==> src/rtl/image_resize_line_ctrl.sv <==
// Ping-pong line-buffer scheduler for the resize RAM: writes lines into two banks
// and replays, streams-and-frees or drops them on command from the vertical sequencer.
module image_resize_line_ctrl #(
    parameter int ADDR_WIDTH = 11,
    parameter int DATA_WIDTH = 24
) (
    input  logic                  clk,
    input  logic                  rst,
    input  logic [ADDR_WIDTH-2:0] line_len,
    input  logic                  in_valid,
    input  logic [DATA_WIDTH-1:0] in_data,
    output logic                  in_ready,
    input  logic                  rd_start,
    input  logic                  rd_free,
    input  logic                  rd_drop,
    output logic                  out_valid,
    output logic [DATA_WIDTH-1:0] out_data,
    input  logic                  out_ready,
    output logic                  out_last,
    output logic                  rd_busy,
    output logic [1:0]            lines_avail,
    output logic [DATA_WIDTH-1:0] ram_wr_data,
    output logic [ADDR_WIDTH-1:0] ram_wr_addr,
    output logic                  ram_wr_en,
    output logic [ADDR_WIDTH-1:0] ram_rd_addr,
    input  logic [DATA_WIDTH-1:0] ram_rd_data,
    output logic [1:0]            rd_state_dbg
);
    localparam int LW = ADDR_WIDTH - 1;

    typedef enum logic [1:0] {BANK_EMPTY, BANK_FILLING, BANK_FULL} bank_state_t;
    typedef enum logic [1:0] {RD_IDLE, RD_STREAM, RD_DRAIN} rd_state_t;

    // Handshakes: a pixel moves on in_valid & in_ready and on out_valid & out_ready;
    // valid never waits for ready, and data/last hold while valid is high and ready low.

    bank_state_t     bank_state [2];
    logic [LW-1:0]   bank_len   [2];
    logic            run_q;
    logic            wr_bank;
    logic [LW-1:0]   wcnt;
    logic            rd_bank;
    logic [LW-1:0]   rcnt;
    rd_state_t       rd_state, rd_state_nxt;
    logic            free_q;
    logic            inflight, inflight_last;
    logic [DATA_WIDTH:0] fifo_mem [2];
    logic            fifo_wptr, fifo_rptr;
    logic [1:0]      fifo_count;

    logic            wr_accept, wr_last;
    logic [LW-1:0]   wr_len, rd_last_idx, rd_idx;
    logic            avail, pop, rd_issue, drop_bank, free_bank, rd_release;
    logic [1:0]      occ, occ_after;

    assign in_ready    = run_q && (bank_state[wr_bank] != BANK_FULL);
    assign wr_accept   = in_valid && in_ready;
    // A bank's length is taken from line_len only while it is still empty.
    assign wr_len      = (bank_state[wr_bank] == BANK_EMPTY) ? line_len : bank_len[wr_bank];
    assign wr_last     = (wcnt == wr_len - LW'(1));
    assign ram_wr_en   = wr_accept;
    assign ram_wr_addr = {wr_bank, wcnt};
    assign ram_wr_data = wr_accept ? in_data : '0;

    assign lines_avail = {1'b0, bank_state[0] == BANK_FULL} + {1'b0, bank_state[1] == BANK_FULL};
    assign avail       = (lines_avail != 2'd0);
    assign rd_last_idx = bank_len[rd_bank] - LW'(1);

    assign out_valid   = (fifo_count != 2'd0);
    assign out_data    = fifo_mem[fifo_rptr][DATA_WIDTH-1:0];
    assign out_last    = out_valid && fifo_mem[fifo_rptr][DATA_WIDTH];
    assign pop         = out_valid && out_ready;
    assign occ         = fifo_count + {1'b0, inflight};
    assign occ_after   = occ - {1'b0, pop};

    assign rd_busy      = (rd_state != RD_IDLE);
    assign rd_state_dbg = rd_state;
    assign ram_rd_addr  = {rd_bank, rd_idx};
    assign rd_release   = drop_bank || free_bank;

    always_comb begin
        rd_state_nxt = rd_state;
        rd_issue     = 1'b0;
        rd_idx       = rcnt;
        drop_bank    = 1'b0;
        free_bank    = 1'b0;
        case (rd_state)
            RD_IDLE: begin
                rd_idx = '0;
                if (rd_drop && avail) begin
                    drop_bank = 1'b1;
                end else if (rd_start && avail) begin
                    // Pixel 0 is read in the accepting cycle so it reaches out_valid two cycles on.
                    rd_issue     = 1'b1;
                    rd_state_nxt = (rd_last_idx == '0) ? RD_DRAIN : RD_STREAM;
                end
            end
            RD_STREAM: begin
                if (occ_after < 2'd2) begin
                    rd_issue = 1'b1;
                    if (rcnt == rd_last_idx) rd_state_nxt = RD_DRAIN;
                end
            end
            RD_DRAIN: begin
                if (!inflight && (fifo_count == 2'd0 || (fifo_count == 2'd1 && pop))) begin
                    rd_state_nxt = RD_IDLE;
                    free_bank    = free_q;
                end
            end
            default: rd_state_nxt = RD_IDLE;
        endcase
    end

    always_ff @(posedge clk or posedge rst) begin
        if (rst) begin
            rd_state <= RD_IDLE;
            rcnt     <= '0;
            free_q   <= 1'b0;
            rd_bank  <= 1'b0;
            inflight <= 1'b0;
            inflight_last <= 1'b0;
        end else begin
            rd_state      <= rd_state_nxt;
            inflight      <= rd_issue;
            inflight_last <= rd_issue && (rd_idx == rd_last_idx);
            if (rd_issue) rcnt <= rd_idx + LW'(1);
            if (rd_state == RD_IDLE && rd_issue) free_q <= rd_free;
            if (rd_release) rd_bank <= ~rd_bank;
        end
    end

    always_ff @(posedge clk or posedge rst) begin
        if (rst) begin
            run_q   <= 1'b0;
            wr_bank <= 1'b0;
            wcnt    <= '0;
            for (int b = 0; b < 2; b++) begin
                bank_state[b] <= BANK_EMPTY;
                bank_len[b]   <= '0;
            end
        end else begin
            run_q <= 1'b1;
            if (wr_accept) begin
                wcnt <= wr_last ? '0 : wcnt + LW'(1);
                if (wr_last) wr_bank <= ~wr_bank;
            end
            for (int b = 0; b < 2; b++) begin
                if (wr_accept && wr_bank == 1'(b)) begin
                    if (bank_state[b] == BANK_EMPTY) bank_len[b] <= line_len;
                    bank_state[b] <= wr_last ? BANK_FULL : BANK_FILLING;
                end else if (rd_release && rd_bank == 1'(b)) begin
                    bank_state[b] <= BANK_EMPTY;
                end
            end
        end
    end

    // Two-entry output FIFO fed by the registered RAM read one cycle after issue.
    always_ff @(posedge clk or posedge rst) begin
        if (rst) begin
            fifo_wptr   <= 1'b0;
            fifo_rptr   <= 1'b0;
            fifo_count  <= 2'd0;
            fifo_mem[0] <= '0;
            fifo_mem[1] <= '0;
        end else begin
            if (inflight) begin
                fifo_mem[fifo_wptr] <= {inflight_last, ram_rd_data};
                fifo_wptr           <= ~fifo_wptr;
            end
            if (pop) fifo_rptr <= ~fifo_rptr;
            fifo_count <= fifo_count + {1'b0, inflight} - {1'b0, pop};
        end
    end
endmodule

==> config.mk <==
export PLATFORM = sky130hd
export DESIGN_NAME = image_resize_line_ctrl
export DESIGN_NICKNAME = d
export VERILOG_FILES = /design/src/rtl/image_resize_line_ctrl.sv
export SDC_FILE = /design/constraint.sdc
export NUM_CORES = 1
export LEC_CHECK = 0
export ABC_AREA = 1
export CAP_MARGIN = 20
export CORE_ASPECT_RATIO = 1.75
export CORE_MARGIN = 3
export CORE_UTILIZATION = 45
export DETAILED_ROUTE_END_ITERATION = 8
export GPL_TIMING_DRIVEN = 0
export PLACE_DENSITY = 0.84
export SYNTH_ARGS = -nofsm -noshare
export SYNTH_HDL_FRONTEND = slang
export SYNTH_SLANG_ARGS = --single-unit
==> constraint.sdc <==
create_clock -name clk -period 9.2 [get_ports clk]
set_clock_uncertainty 0.15 [all_clocks]
set_input_delay 1.84 -clock clk [delete_from_list [all_inputs] [get_ports clk]]
set_output_delay 1.84 -clock clk [all_outputs]
set_load 0.01 [all_outputs]
---- Word-level counts from Yosys, hierarchy flattened ----
Index checks and enable logic that the tools add are counted.
word-level totals
  register bits ........................... 106
  input bits .............................. 65
  output and inout bits ................... 79
operators by class
  add/sub/neg operators ................... 7
  order comparisons ....................... 6
  eq/ne operators ......................... 14
  multiplexer cells ....................... 39
  bitwise gates (word level) .............. 8
  reductions and logical operators ........ 33
operators by type and width
  kind                     count
  $mux W25                 4
  $mux W10                 9
  $bwmux W50               1
  $eq A10 B10 Y1           3
  $mux W2                  14
  $demux W25 S1            1
  $mux W24                 1
  $add A10 B1 Y10 const B  2
  $sub A10 B1 Y10 const B  2
  $logic_and A1 B1 Y1      15
  $ne A2 B2 Y1 const B     6
  $logic_not A10 Y1        1
  $logic_not A2 Y1         5
  $reduce_bool A2 Y1       5
  $ge A2 B2 Y1 const B     4
  $not A1 Y2               4
  $mux W1                  7
  $eq A2 B2 Y1 const B     3
  $pmux W2 S3              1
  $reduce_and A2 Y1        3
  $reduce_and A5 Y1        1
  $eq A2 B1 Y1 const B     2
  $not A1 Y1               4
  $add A1 B1 Y2            1
  7 further kinds          8

---- Logic depth before layout (Yosys ltp) ----
Gate-level depths: netlist (run 1).
  depth after elaboration ................. 11
  mapped depth ............................ 18

---- Worst setup path after synthesis (run 1) ----
No wires, ideal clock.
  path type ............................... in2out
  start ................................... in in_valid
  end ..................................... out ram_wr_data[10]
  arrival time ............................ 2689 ps
  data required time ...................... 7210 ps
  setup slack ............................. 4521 ps
  cell stages on the path ................. 4
  cells stage by stage .................... nand3_1 > clkbuf_1 > buf_1 > nor2_1
on the way
  longest elaborated chain between the ends .. 2
ends and longest elaborated chain
  what                 RTL line  RTL
  start, declared      10        input logic in_valid,
  $logic_and A1 B1 Y1  57        assign wr_accept = in_valid && in_ready;
  $mux W24             63        assign ram_wr_data = wr_accept ? in_data : '0;
  end, declared        22        output logic [DATA_WIDTH-1:0] ram_wr_data,
Every way passes these cells.

---- Worst setup path in the final report (run 1) ----
  start ................................... in in_valid
  end ..................................... out ram_wr_data[5]
The elaborated chain is that of the path after synthesis.

==> flow_summary.json, run 1 <==
{
  "status": "complete, no violations",
  "netlist_area_mm2": 0.006427,
  "place.gp.congestion": 0.9513,
  "leakage_nw": 4.267,
  "overflow": 0,
  "crit_slowest_cell": "clkdlybuf4s50_1",
  "grt_pass1_wl_um": 28320,
  "hold_viol_final": 0,
  "hp-start": "fifo_mem[11]$_DFFE_PP0P_",
  "diodes": 0,
  "power_density_mw_per_mm2": 305.4,
  "cp.arrival_ps": 3840,
  "cts_hold_buf": 0,
  "slew_violations": 0,
  "cp-startpoint": "in_valid",
  "place_area_mm2": 0.008110,
  "dieArea_mm2": 0.01581,
  "worst_hold_slack_ps": 336.8,
  "synthToLayoutAreaGrowth_pct": 30.87,
  "final_common_cell": "nand2_1",
  "final_cell_mix": "345 x nand2_1, 143 x clkdlybuf4s50_1, 140 x inv_1, 106 x dfrtp_1, 92 x o21ai_0",
  "grt_max_degree": 74,
  "clockBufferDepth": 2,
  "min_period_ps": 5828,
  "crit_type": "input port to output port",
  "wire_per_inst_um": 13.34,
  "worstPathMaxFanout": 10,
  "synth_cells": 949,
  "maxSlewHeadroom_pct": 54.11,
  "rows": 57,
  "drc": 0,
  "ys_types": 37,
  "start_kind": "input port",
  "reg2reg_from": "fifo_count[0]$_DFF_PP0_",
  "antenna_found_initial": 0,
  "cpPeakStageDelay_ps": 510,
  "via_per_inst": 4.938,
  "power.total_w": 0.002569,
  "clock-root-buffer": "clkbuf_16",
  "port-buffer-count": 143,
  "syn-num-nets": 1023,
  "min_period_over_period_pct": 63.35,
  "via_count": 6350,
  "dp_hpwl_um": 13800,
  "clock_latency_ps": 350,
  "clkSlewWorstSetupHoldPaths_ps": 70,
  "pin_count": 144,
  "setup_viol": 0,
  "peakVddDrop_uv": 174.6,
  "post-cts-setup-buffers": 0,
  "finalSetupTns_ps": 0,
  "post_cts_resized": 0,
  "core_mm2": 0.01391,
  "wl_um": 17150,
  "rsz0062_at_grt": "no",
  "cts_sinks": 106,
  "fin_area_mm2": 0.008412,
  "ys_seq_area_share_pct": 41.27,
  "initialDrtViolationCount": 244,
  "start_util_pct": 46.22,
  "cts_max_level": 3,
  "die_h_um": 164.1,
  "crit_chain": "clkdlybuf4s50_1, nand3_1, clkbuf_1, buf_1, nor2_1, clkdlybuf4s50_1",
  "cp_data_required_time_ps": 7210,
  "ys_ff_latch": 106,
  "cts_inserted_buffers": 9,
  "max_slew.worst_pin.slew_ps": 681.1,
  "max_freq_ghz": 0.1716,
  "cts_tree": "yes",
  "die_x_um": 96.34,
  "worstHoldPathType": "register to register",
  "timing.critical_path.mode_cell": "clkdlybuf4s50_1",
  "final_nets": 1178,
  "drt.antenna.violating_nets": 0,
  "avgSynthCellArea_um2": 6.773,
  "grt_pass1_vias": 6543,
  "layout-drive-gt1-share_pct": 4.238,
  "cap_violations": 0,
  "drt_pass1_iterations": 5,
  "ys_warn_count": 0,
  "end_kind": "output port",
  "grt_usage_pct": 22.50,
  "finalCoreUtilization_pct": 60.49
}
[per-stage QoR]
step / setup slack, ps / instances
CTS: 3347 / 1286
floorplan: 4421 / 949
detailed placement: 3368 / 1270
global placement: 2907 / 1269
global route: 3211 / 1286
finish: 3372 / 1286
[sequential cells by signal, summed over array words and instances (netlist names), 2 cells and up]
signal and cells:
rcnt 10, bank_len 20, bank_state 4, fifo_count 2, rd_state_dbg 2, wcnt 10, fifo_mem 50
[kinds of logic (layout without fill, tap and decap cells)]
logic type	after synthesis	after routing	share of synthesized area, %
compound gates	116	116	9.344
xor+xnor	28	28	4.029
simple gates	510	510	32.59
other cells	1	1	0.05834
mux	1	1	0.1752
buf+inv	178	338	10.78
fa+ha+maj	9	9	1.752
flops	106	106	41.27
[routing by layer]
metal / vias to the layer above / wire (um) / global-route usage (%)
li1: 3231 / - / -
met1: 2862 / 6004 / 21.48
met2: 209 / 9584 / 44.57
met3: 48 / 892 / 4.033
met4: 0 / 671 / 9.770
met5: - / 0 / 0
[final cells by class]
| class | instances | area, um^2 |
|---|---|---|
| well taps | 177 | 221.5 |
| clock buffers | 9 | 225.2 |
| multi-input cells | 665 | 3082 |
| inverters | 144 | 543.0 |
| plain buffers | 34 | 152.6 |
| repair buffers | 144 | 1459 |
| fillers | 1313 | 5495 |
| flip-flops and latches | 106 | 2653 |
| clock inverters | 7 | 76.32 |
[worst max-delay path, delay by kind of cell]
kind | cells | cell delay, ps
buf+inv | 4 | 1670
simple gates | 2 | 320
[Yosys cell counts]
| cell type | count | area, um^2 |
|---|---|---|
| o21ai_0 | 92 | 460.4 |
| nand3_2 | 2 | 20.02 |
| o21ai_2 | 1 | 8.760 |
| a31oi_1 | 1 | 6.260 |
| nor3_1 | 8 | 40.04 |
| nand2_1 | 345 | 1295 |
| o21bai_1 | 1 | 7.510 |
| o32ai_1 | 1 | 8.760 |
| nor3b_1 | 1 | 7.510 |
| nor3_2 | 2 | 20.02 |
| a21oi_1 | 10 | 50.05 |
| o21ai_1 | 7 | 35.03 |
| nand4_1 | 9 | 56.30 |
| mux2_2 | 1 | 11.26 |
| dfrtp_1 | 106 | 2653 |
| nor2_2 | 3 | 18.77 |
| o221ai_1 | 1 | 8.760 |
| o211ai_1 | 1 | 7.510 |
| buf_6 | 1 | 11.26 |
| buf_1 | 2 | 7.510 |
| xor2_1 | 22 | 192.7 |
| xnor3_1 | 1 | 22.52 |
| clkbuf_1 | 23 | 86.33 |
| nor2_4 | 1 | 11.26 |
| or2_2 | 2 | 12.51 |
| buf_2 | 5 | 25.02 |
| nand2_2 | 5 | 31.28 |
| xnor2_1 | 5 | 43.79 |
| conb_1 | 1 | 3.750 |
| o21a_1 | 1 | 7.510 |
| nand3_1 | 63 | 315.3 |
| buf_4 | 3 | 22.52 |
| ha_1 | 9 | 112.6 |
| nor2_1 | 67 | 251.5 |
| inv_1 | 141 | 529.3 |
| inv_2 | 3 | 11.26 |
| nand3b_1 | 2 | 15.01 |
[report_power, final]
group	internal (W)	switching [W]	total [W]
combinational	0.000569	0.000834	0.00140
clock	0.000213	0.000178	0.000391
sequential	0.000653	0.000122	0.000776
total	0.00144	0.00113	0.00257
[worst paths after layout]
kind,to,slack (ps),depth (start not counted)
max,ram_wr_data[5],3370,6
min,fifo_mem[11]$_DFFE_PP0P_,340,2
max reg2reg,rcnt[8]$_DFFE_PP0P_,6030,13
min reg2reg,fifo_mem[11]$_DFFE_PP0P_,340,2
max in group asynchronous,fifo_rptr$_DFFE_PP0P_,6490,3
min in group asynchronous,rcnt[1]$_DFFE_PP0P_,1700,2
(Power assumes the default switching activity.)
==> run 2, diff against run 1 <==
==> constraint.sdc (replaced) <==
create_clock -name clk -period 5.55 [get_ports clk]
set_clock_uncertainty 0.15 [all_clocks]
set_input_delay 1.11 -clock clk [delete_from_list [all_inputs] [get_ports clk]]
set_output_delay 1.11 -clock clk [all_outputs]
set_load 0.01 [all_outputs]
==> results of run 2 <==
The final DEF is identical to that of run 1. Status: complete, no violations.
Main changes from that run: setup slack after placement 3368 ps -> 1178 ps; setup slack after layout 3372 ps -> 1182 ps; register-to-register setup slack 6030 ps -> 2380 ps; total power 0.002569 W -> 0.004259 W; worst IR drop on VDD 174.6 uV -> 289.5 uV
